[config.mk]
export PLATFORM = sky130hd
export DESIGN_NAME = multi_edge_stretcher
export DESIGN_NICKNAME = d
export VERILOG_FILES = /design/src/rtl/multi_edge_stretcher.sv
export SDC_FILE = /design/constraint.sdc
export NUM_CORES = 1
export LEC_CHECK = 0
export ABC_CLOCK_PERIOD_IN_PS = 2850
export BUFFER_PORTS_ARGS = -buffer_cell sky130_fd_sc_hd__clkbuf_2
export CORE_ASPECT_RATIO = 1.1
export CORE_MARGIN = 5
export CORE_UTILIZATION = 44
export CTS_BUF_LIST = sky130_fd_sc_hd__clkbuf_16
export CTS_CLUSTER_DIAMETER = 80
export DETAILED_ROUTE_END_ITERATION = 10
export GPL_TIMING_DRIVEN = 1
export PLACE_DENSITY = 0.68
export SLEW_MARGIN = 20
export SYNTH_ARGS = -nofsm -noshare
export SYNTH_HDL_FRONTEND = slang
export SYNTH_SLANG_ARGS = --single-unit
[constraint.sdc]
create_clock -name clk -period 2.85 [get_ports clk]
set_clock_uncertainty 0.1 [all_clocks]
set_input_delay 0.285 -clock clk [delete_from_list [all_inputs] [get_ports clk]]
set_output_delay 0.285 -clock clk [all_outputs]
set_load 0.005 [all_outputs]
[src/rtl/multi_edge_stretcher.sv]
// Multi-channel edge detector / pulse stretcher: synchronises N_CH async inputs,
// detects a selectable edge per channel and stretches it into a HOLD_CYCLES pulse.
module multi_edge_stretcher #(
    parameter int unsigned N_CH        = 4,
    parameter int unsigned SYNC_STAGES = 2,
    parameter int unsigned HOLD_CYCLES = 125000000,
    parameter int unsigned CNT_W       = $clog2(HOLD_CYCLES + 1)
) (
    input  logic            clk,
    input  logic            rst_n,
    input  logic [N_CH-1:0] inp,
    input  logic [1:0]      mode,
    input  logic            retrig,
    input  logic            clr,
    output logic [N_CH-1:0] out,
    output logic [N_CH-1:0] edge_pulse,
    output logic [N_CH-1:0] missed
);

    localparam logic [CNT_W-1:0] CNT_LAST = CNT_W'(HOLD_CYCLES - 1);

    for (genvar c = 0; c < N_CH; c++) begin : g_ch
        logic [SYNC_STAGES-1:0] sync_q;
        logic                   prev_q;
        logic                   s_last;
        logic                   det;
        logic                   hold_q, hold_nxt;
        logic [CNT_W-1:0]       cnt_q, cnt_nxt;
        logic                   ep_q, ep_nxt;
        logic                   miss_q, miss_nxt;

        // Synchroniser and delayed copy; free-running, untouched by clr
        always_ff @(posedge clk or negedge rst_n) begin
            if (!rst_n) begin
                sync_q <= '0;
                prev_q <= 1'b0;
            end else begin
                sync_q <= {sync_q[SYNC_STAGES-2:0], inp[c]};
                prev_q <= s_last;
            end
        end

        assign s_last = sync_q[SYNC_STAGES-1];

        always_comb begin
            det = 1'b0;
            case (mode)
                2'b00:   det = s_last & ~prev_q;
                2'b01:   det = ~s_last & prev_q;
                2'b10:   det = s_last ^ prev_q;
                default: det = 1'b0;
            endcase
        end

        // Hold state register
        always_ff @(posedge clk or negedge rst_n) begin
            if (!rst_n) begin
                hold_q <= 1'b0;
                cnt_q  <= '0;
                ep_q   <= 1'b0;
                miss_q <= 1'b0;
            end else begin
                hold_q <= hold_nxt;
                cnt_q  <= cnt_nxt;
                ep_q   <= ep_nxt;
                miss_q <= miss_nxt;
            end
        end

        // Next hold state; a retriggered edge on the expiry cycle keeps out high
        always_comb begin
            hold_nxt = hold_q;
            cnt_nxt  = cnt_q;
            ep_nxt   = 1'b0;
            miss_nxt = miss_q;
            if (clr) begin
                hold_nxt = 1'b0;
                cnt_nxt  = '0;
                miss_nxt = 1'b0;
            end else if (!hold_q) begin
                cnt_nxt = '0;
                if (det) begin
                    hold_nxt = 1'b1;
                    ep_nxt   = 1'b1;
                end
            end else if (det && retrig) begin
                cnt_nxt = '0;
                ep_nxt  = 1'b1;
            end else begin
                if (det) begin
                    miss_nxt = 1'b1;
                end
                if (cnt_q == CNT_LAST) begin
                    hold_nxt = 1'b0;
                    cnt_nxt  = '0;
                end else begin
                    cnt_nxt = cnt_q + CNT_W'(1);
                end
            end
        end

        assign out[c]        = hold_q;
        assign edge_pulse[c] = ep_q;
        assign missed[c]     = miss_q;
    end

endmodule

==> Yosys cells after proc, flatten, opt, wreduce, memory -nomap -nowiden <==
Cells that the tools add are included.
{ "totals": {"register_bits": 132, "in_bits": 10, "out_inout_bits": 12, "wordCells": 143} }
{ "op_classes": {"n_addsub": 4, "eq_ne": 10, "muxes": 68, "bitwise": 20, "reduce_logical": 17} }
{ "ops": {"columns": ["operator", "n"], "rows": [
  ["two-way mux 27 bit", 16],
  ["adder 27 x 1 -> 27 bit (second input constant)", 4],
  ["== test 27 bit (second input constant)", 4],
  ["two-way mux 1 bit", 48],
  ["nonzero test 2 bit", 8],
  ["case mux 1 bit (3 select lines)", 4],
  ["AND reduction 3 bit", 4],
  ["bitwise AND 1 bit", 8],
  ["inequality test 2 bit (second input constant)", 4],
  ["inverter 1 bit", 8],
  ["logical AND 1 bit", 4],
  ["XOR 1 bit", 4],
  ["== test 2 x 1 -> 1 bit (second input constant)", 1],
  ["== test 2 bit (second input constant)", 1],
  ["zero test 2 bit", 1]
]} }

==> Longest topological paths before layout <==
Gate-level depths: netlist of the first run.
{ "depth": {"word_depth": 7, "mapped_depth": 8, "mapped_depth_nobuf": 6} }

==> Worst setup path before layout of the first run <==
OpenSTA, ideal clock, no wires.
{ "synth_path": {"kind": "reg-to-reg", "from": "register g_ch[3].cnt_q[0]", "to": "register g_ch[3].cnt_q[10]", "t_arrival_ns": 2.179, "required_ns": 2.616, "setup_slack_ns": 0.437, "path_stages_with_launch": 7, "path_cell_list": "dfrtp_1 ha_1 nand3_1 or4_4 o41ai_4 buf_6 nor3_1"} }
{ "synth_via": {"elab_chain_cells": 5, "elab_cells_between_ends": 6, "cone_classes": "add/sub: 1; eq/ne: 1; mux: 4"} }
{ "synth_lines": {"columns": ["item", "line_no", "text"], "rows": [
  ["start: declaration", "28", "logic [CNT_W-1:0] cnt_q, cnt_nxt;"],
  ["start signal: assignment", "64", "cnt_q <= cnt_nxt;"],
  ["adder 27 x 1 -> 27 bit or == test 27 bit (tied branches)", "97, 93", null],
  ["two-way mux 27 bit *", "93", "if (cnt_q == CNT_LAST) begin"],
  ["two-way mux 27 bit *", "86", "end else if (det && retrig) begin"],
  ["two-way mux 27 bit *", "80", "end else if (!hold_q) begin"],
  ["two-way mux 27 bit *", "76", "if (clr) begin"],
  ["via g_ch[3].cnt_nxt[10]", "28", null]
]} }
The timed path passes the listed nets; every way through them passes the cells marked *.
A chain may end at the register's enable or synchronous reset.

==> Worst setup path in the final report of the first run <==
{ "layout_path": {"from": "register g_ch[3].cnt_q[0]", "to": "register g_ch[3].cnt_q[6]"} }
The elaborated chain is that of the path after synthesis.

==> results.toml, run 1 <==
[power_and_ir_drop]
p_comb_share_pct = 4.8
ir_worst_vdd_uv = 386
p_sw_uw = 981
p_total_mw = 4.39
power_density_nw_per_um2 = 552
leakage_nw = 2.86
p_int_mw = 3.41
switching_share_pct = 22.3
p_seq_share_pct = 43.7
clock_power_share_pct = 51.5

[sta]
finalSetupViolations = 0
fin_setup_tns_ns = 0
worstMarginPinSlew_ns = 1.03
finalHoldViolCount = 0
max_freq_mhz = 389
finalMaxSlewViolations = 0
holdWs_ns = 0.157
min_period_over_period_pct = 90.3
slew_headroom_pct = 31.6
rsz0062_at_grt = "no"
min_period_ns = 2.57

[layout]
fillCellCount = 1425
fin_nets = 742
syn2layout_area_growth_pct = 13.0
diodes = 0
drive_gt1_share_pct = 10.8
utilization_pct = 50.6
final_cell_mix = "132 x dfrtp_1, 60 x nor3_1, 47 x nand3_1"
final_common_cell = "dfrtp_1"

[synthesis]
ys.warnings.count = 0
synthesis.nets = 730
syn_inst = 708
synth_edf_count = 0
syn_area_per_cell_um2 = 9.95
synth_cell_types = 53
async_flop_share_pct = 100
synth_ff_type = "dfrtp_1"
synth-seq-cells = 132
ys_seq_area_share_pct = 46.9
synth_area_leaders = "dfrtp_1 47%, xnor2_1 5.0%, nor3_1 4.3%"
yosys.area.top_type = "dfrtp_1"
synth_area_um2 = 7050
synth_top_cell_area_share_pct = 46.9

[die]
die_h_um = 143
placementRows = 48
die_area_um2 = 18600
die_x_um = 131
initial_core_util_pct = 44.8
ios = 22
core_area_um2 = 15700

[detailed_routing]
routed_wl_um = 15500
drt.antenna.violating_nets = 0
vias = 5723
via_per_inst = 6.13
wl_per_cell_um = 16.6
drtIter0Drc = 484
drc = 0
dr.pass1.iters = 5

[clocking]
post_cts_resized = 0
tritoncts = "done"
cts-root-buf = "clkbuf_16"
insertion_delay_ns = 0.42
numCtsBuffers = 17
clkTransAtPathRegs_ns = 0.06
cts_max_path_buffers = 2
htreeDepth = 4
clock-sinks = 132

[setup_path]
startpoint = "g_ch[3].cnt_q[0]"
rrSetupSlack_ns = 0.28
critPathRequiredTime_ns = 3.01
worst_r2r_path_depth = 6
slowest_stage = "or4_4"
r2r_end = "g_ch[3].cnt_q[6]"
r2r_start = "g_ch[3].cnt_q[0]"
start_kind = "register"
cp-endpoint = "g_ch[3].cnt_q[6]"
worstPathMaxFanout = 19
path_class = "register to register"
crit_chain = "ha_1 > nand3_1 > or4_4 > o41ai_4 > buf_4 > nor3_1"
end_kind = "register"
cp.arrival_ns = 2.73
slowest_delay_ns = 0.62

[placed_design]
io_buffers = 21
globalplace.congestion = 0.834
dp_hpwl_um = 10300

[run_status]
outcome = "completed"

[grt]
grt_use_total_pct = 17.6
first_global_vias = 5599
grt_max_degree = 80
grt_overflow = 0
grt_pass1_wl_um = 26800
antenna_found_initial = 0

[run]
maxCapViolations = 0

[worst_hold_path]
min_path_type = "input pin to register"
==> sequential cells by signal, summed over array words and instances, names as in the netlist <==
| signal | count |
|---|---|
| g_ch.hold_q | 4 |
| g_ch.prev_q | 4 |
| g_ch.miss_q | 4 |
| g_ch.ep_q | 4 |
| g_ch.cnt_q | 108 |
| g_ch.sync_q | 8 |
==> worst min path at each step <==
stage                            from  depth (start not counted)  slack (ns)                 to
floorplan                       rst_n                          0       -0.11   g_ch[0].cnt_q[0]
global placement    g_ch[2].sync_q[0]                          0        0.23  g_ch[2].sync_q[1]
detailed placement  g_ch[0].sync_q[0]                          0        0.23  g_ch[0].sync_q[1]
CTS                               clr                          2        0.14     g_ch[3].hold_q
global route                      clr                          2        0.17     g_ch[3].hold_q
finish                            clr                          2        0.16     g_ch[3].hold_q
==> synth_stat cells, types with 2 or more instances <==
cell and count:
dfrtp_1 132, nor3_1 61, nand3_1 47, xnor2_1 40, nand2_1 36, a211oi_1 33
nor4_1 32, or4_1 32, nand4_1 29, o31ai_1 29, clkbuf_1 27, inv_1 27
or3_1 18, xor2_1 16, and4_1 15, o21ai_0 15, buf_4 12, ha_1 12
nor2_1 12, a2111oi_0 11, and2_1 6, a21oi_1 5, and3_1 5, nor4b_1 5
buf_2 4, nand2b_1 4, o41ai_1 4, nor2b_1 3, nor3b_1 3, or2_2 3
a32o_1 2, buf_6 2, nand4_2 2, nand4b_1 2, nor4bb_1 2, or3b_2 2
or4b_1 2
==> area by class of cell <==
cell class | count | area [µm²] | area share [%]
clock buffer | 17 | 425 | 5.34
clock inverter | 15 | 191 | 2.40
inverter | 27 | 101 | 1.27
multi-input combinational | 503 | 3420 | 42.9
sequential | 132 | 3300 | 41.5
tap | 200 | 250 | 3.14
timing repair buffer | 39 | 272 | 3.41
==> per-layer routing <==
| metal | vias up | routed length, µm | GRT usage (%) |
|---|---|---|---|
| met5 | - | 0 | 0 |
| met2 | 135 | 7470 | 27.7 |
| met1 | 2834 | 7240 | 24.0 |
| li1 | 2737 | - | - |
| met4 | 0 | 197 | 5.68 |
| met3 | 17 | 609 | 4.23 |
==> kinds of logic (layout without fill, tap and decap cells) <==
kind of cell    count (synthesis)  count (layout)  share of synthesized area [%]
compound gates                110             110                           11.9
xor+xnor                       56              56                           6.96
fa+ha+maj                      12              12                           2.13
buf+inv                        73              98                           4.83
flops                         132             132                           46.9
simple gates                  325             325                           27.3
==> through the flow <==
step                      instances  setup WS (ns)  area, µm²
after CTS                       933          0.292       7960
after global routing            933          0.154       7960
after global placement          896          0.444       7300
after floorplan                 708          0.437       7050
after detailed placement        896          0.263       7300
final                           933          0.278       7960
==> repair_timing <==
item / 4_1_cts / 5_1_grt
endpoints found under the setup margin: 0 / 0
setup buffers: 0 / 0
hold buffers: 5 / 0
endpoints found under the hold margin: 81 / 0
==> worst max-delay path: cells and delay by family, from the launching register on <==
kind / cells / cell delay (ns)
AOI/OAI and AO/OA: 1 / 0.38
adders and majority gates: 1 / 0.25
buffers and inverters: 1 / 0.30
DFF: 1 / 0.42
and+or+nand+nor: 3 / 0.97
==> power by group through the flow <==
stage | Sequential [mW] | Combinational (mW) | Clock, mW
floorplan | 1.95 | 0.126 | 0
global placement | 1.95 | 0.204 | 0
detailed placement | 1.95 | 0.212 | 0
CTS | 1.92 | 0.218 | 2.30
global route | 1.92 | 0.242 | 2.40
finish | 1.92 | 0.213 | 2.26
No activity file was read; power rests on OpenSTA's default activity.
==> run 2: changes to the inputs <==
--- a/config.mk
+++ b/config.mk
@@ -15,6 +15,7 @@
 export DETAILED_ROUTE_END_ITERATION = 10
 export GPL_TIMING_DRIVEN = 1
 export PLACE_DENSITY = 0.68
+export RECOVER_POWER = 100
 export SLEW_MARGIN = 20
 export SYNTH_ARGS = -nofsm -noshare
 export SYNTH_HDL_FRONTEND = slang
==> results.toml, run 2 (synthesis results as in run 1) <==
[clocking]
clock-sinks = 132
tritoncts = "done"
clkTransAtPathRegs_ns = 0.06
post_cts_resized = 0
post_cts_buffers = 0
htreeDepth = 4
cts_hold_buf = 5
numCtsBuffers = 17
cts_max_path_buffers = 2
cts-root-buf = "clkbuf_16"
insertion_delay_ns = 0.42

[grt]
grtUsageMet2_pct = 27.7
grt_overflow = 0
use_met1_pct = 24.0
grt_use_met3_pct = 4.23
grt_pass1_wl_um = 26800
grt_max_degree = 80
first_global_vias = 5599
grt_use_total_pct = 17.6
grt-busiest-layer = "met2"
antenna_found_initial = 0

[power_and_ir_drop]
leakage_nw = 2.81
ir_worst_vdd_uv = 387
power_density_nw_per_um2 = 555

[detailed_routing]
drc = 0
routed_wl_um = 15500
drt.antenna.violating_nets = 0
wl_per_cell_um = 16.6
drtIter0Drc = 502
vias = 5741
dr.pass1.iters = 5
via_per_inst = 6.15

[setup_path]
crit_family = "simple AND/OR/NAND/NOR gates"
cp.arrival_ns = 2.75
worstPathBufferInverterCount = 1
rrSetupSlack_ns = 0.26
slowest_stage = "or4_1"
path_class = "register to register"
end_kind = "register"
critPathRequiredTime_ns = 3.01
crit_chain = "ha_1 > nand3_1 > or4_1 > o41ai_4 > buf_4 > nor3_1"
slowest_delay_ns = 0.63
worstPathMaxFanout = 19
start_kind = "register"

[placed_design]
dp_hpwl_um = 10300
pre_cts_slack_ns = 0.263
io_buffers = 21
placed_cells = 896
globalplace.congestion = 0.834

[run_status]
violations = "capacitance limit, slew limit"
outcome = "complete, but fails checks"

[die]
ios = 22
die_area_um2 = 18600
core_area_um2 = 15700
placementRows = 48
die_x_um = 131
die_h_um = 143
initial_core_util_pct = 44.8

[layout]
final_common_cell = "dfrtp_1"
fillCellCount = 1437
reg.largest.list = "g_ch.cnt_q x108, g_ch.sync_q x8"
ff_latch_area_um2 = 3300
final_cell_mix = "132 x dfrtp_1, 60 x nor3_1, 47 x nand3_1"
diodes = 0
syn2layout_area_growth_pct = 12.1
fin_nets = 742
drive_gt1_share_pct = 8.73
top_register = "g_ch.cnt_q"
largest_reg_flops = 108
multi_input_area_um2 = 3390
fin_cells = 933

[sta]
max_freq_mhz = 386
finalWorstSetupSlack_ns = 0.262
min_period_ns = 2.59
worstMarginPinSlew_ns = 1.97
finalHoldViolCount = 0
finalMaxSlewViolations = 79
min_period_over_period_pct = 90.8
holdWs_ns = 0.155
fin_setup_tns_ns = 0
finalSetupViolations = 0
rsz0062_at_grt = "no"
slew_headroom_pct = -31.1

[run]
maxCapViolations = 1

[worst_hold_path]
min_path_type = "input pin to register"
==> run 2: cell count changes in the layout (fill, tap and decap cells not counted) <==
cell and delta:
o311ai_2 -1, clkbuf_1 +12, or4_4 -1, buf_4 -4
or4_1 +1, o41ai_1 +1, buf_6 -1, o41ai_4 -1
clkbuf_2 -7, o311ai_1 +1
==> run 2: per-layer routing <==
metal	vias up	routed length, µm
met1	2829	7230
li1	2745	-
met5	-	0
met2	147	7480
met3	20	611
met4	0	206
==> run 2: layout make-up <==
type                            count  share of cell area, %
Timing Repair Buffer               39                   3.04
Tap cell                          200                   3.17
Clock inverter                     15                   2.42
Sequential cell                   132                   41.8
Inverter                           27                   1.28
Clock buffer                       17                   5.38
Multi-Input combinational cell    503                   42.9
==> run 2: worst paths after layout <==
path	startpoint	end	cells past startpoint
max	g_ch[3].cnt_q[0]	g_ch[3].cnt_q[5]	6
min	clr	g_ch[3].hold_q	2
max reg2reg	g_ch[3].cnt_q[0]	g_ch[3].cnt_q[5]	6
min reg2reg	g_ch[0].sync_q[0]	g_ch[0].sync_q[1]	0
max in group asynchronous	rst_n	g_ch[0].cnt_q[14]	3
min in group asynchronous	rst_n	g_ch[3].cnt_q[24]	2
==> run 2: through the flow <==
step | total power, mW | util (%) | area [µm²]
floorplan | 2.07 | - | 7050
global placement | 2.16 | 46.4 | 7300
detailed placement | 2.17 | 46.4 | 7300
CTS | 4.44 | 50.6 | 7960
global route | 4.55 | 50.2 | 7900
finish | 4.39 | 50.2 | 7900
==> run 2: where the power goes <==
| group | internal, mW | switching [mW] | leakage (nW) |
|---|---|---|---|
| Clock | 1.45 | 0.811 | 0.291 |
| Sequential | 1.90 | 0.0207 | 1.81 |
| Combinational | 0.0545 | 0.150 | 0.709 |
==> run 2: worst register-to-register path, stage by stage, from the launching register on <==
cell,delay (ns)
dfrtp_1,0.42
ha_1,0.25
nand3_1,0.23
or4_1,0.64
o41ai_4,0.39
buf_4,0.30
nor3_1,0.10
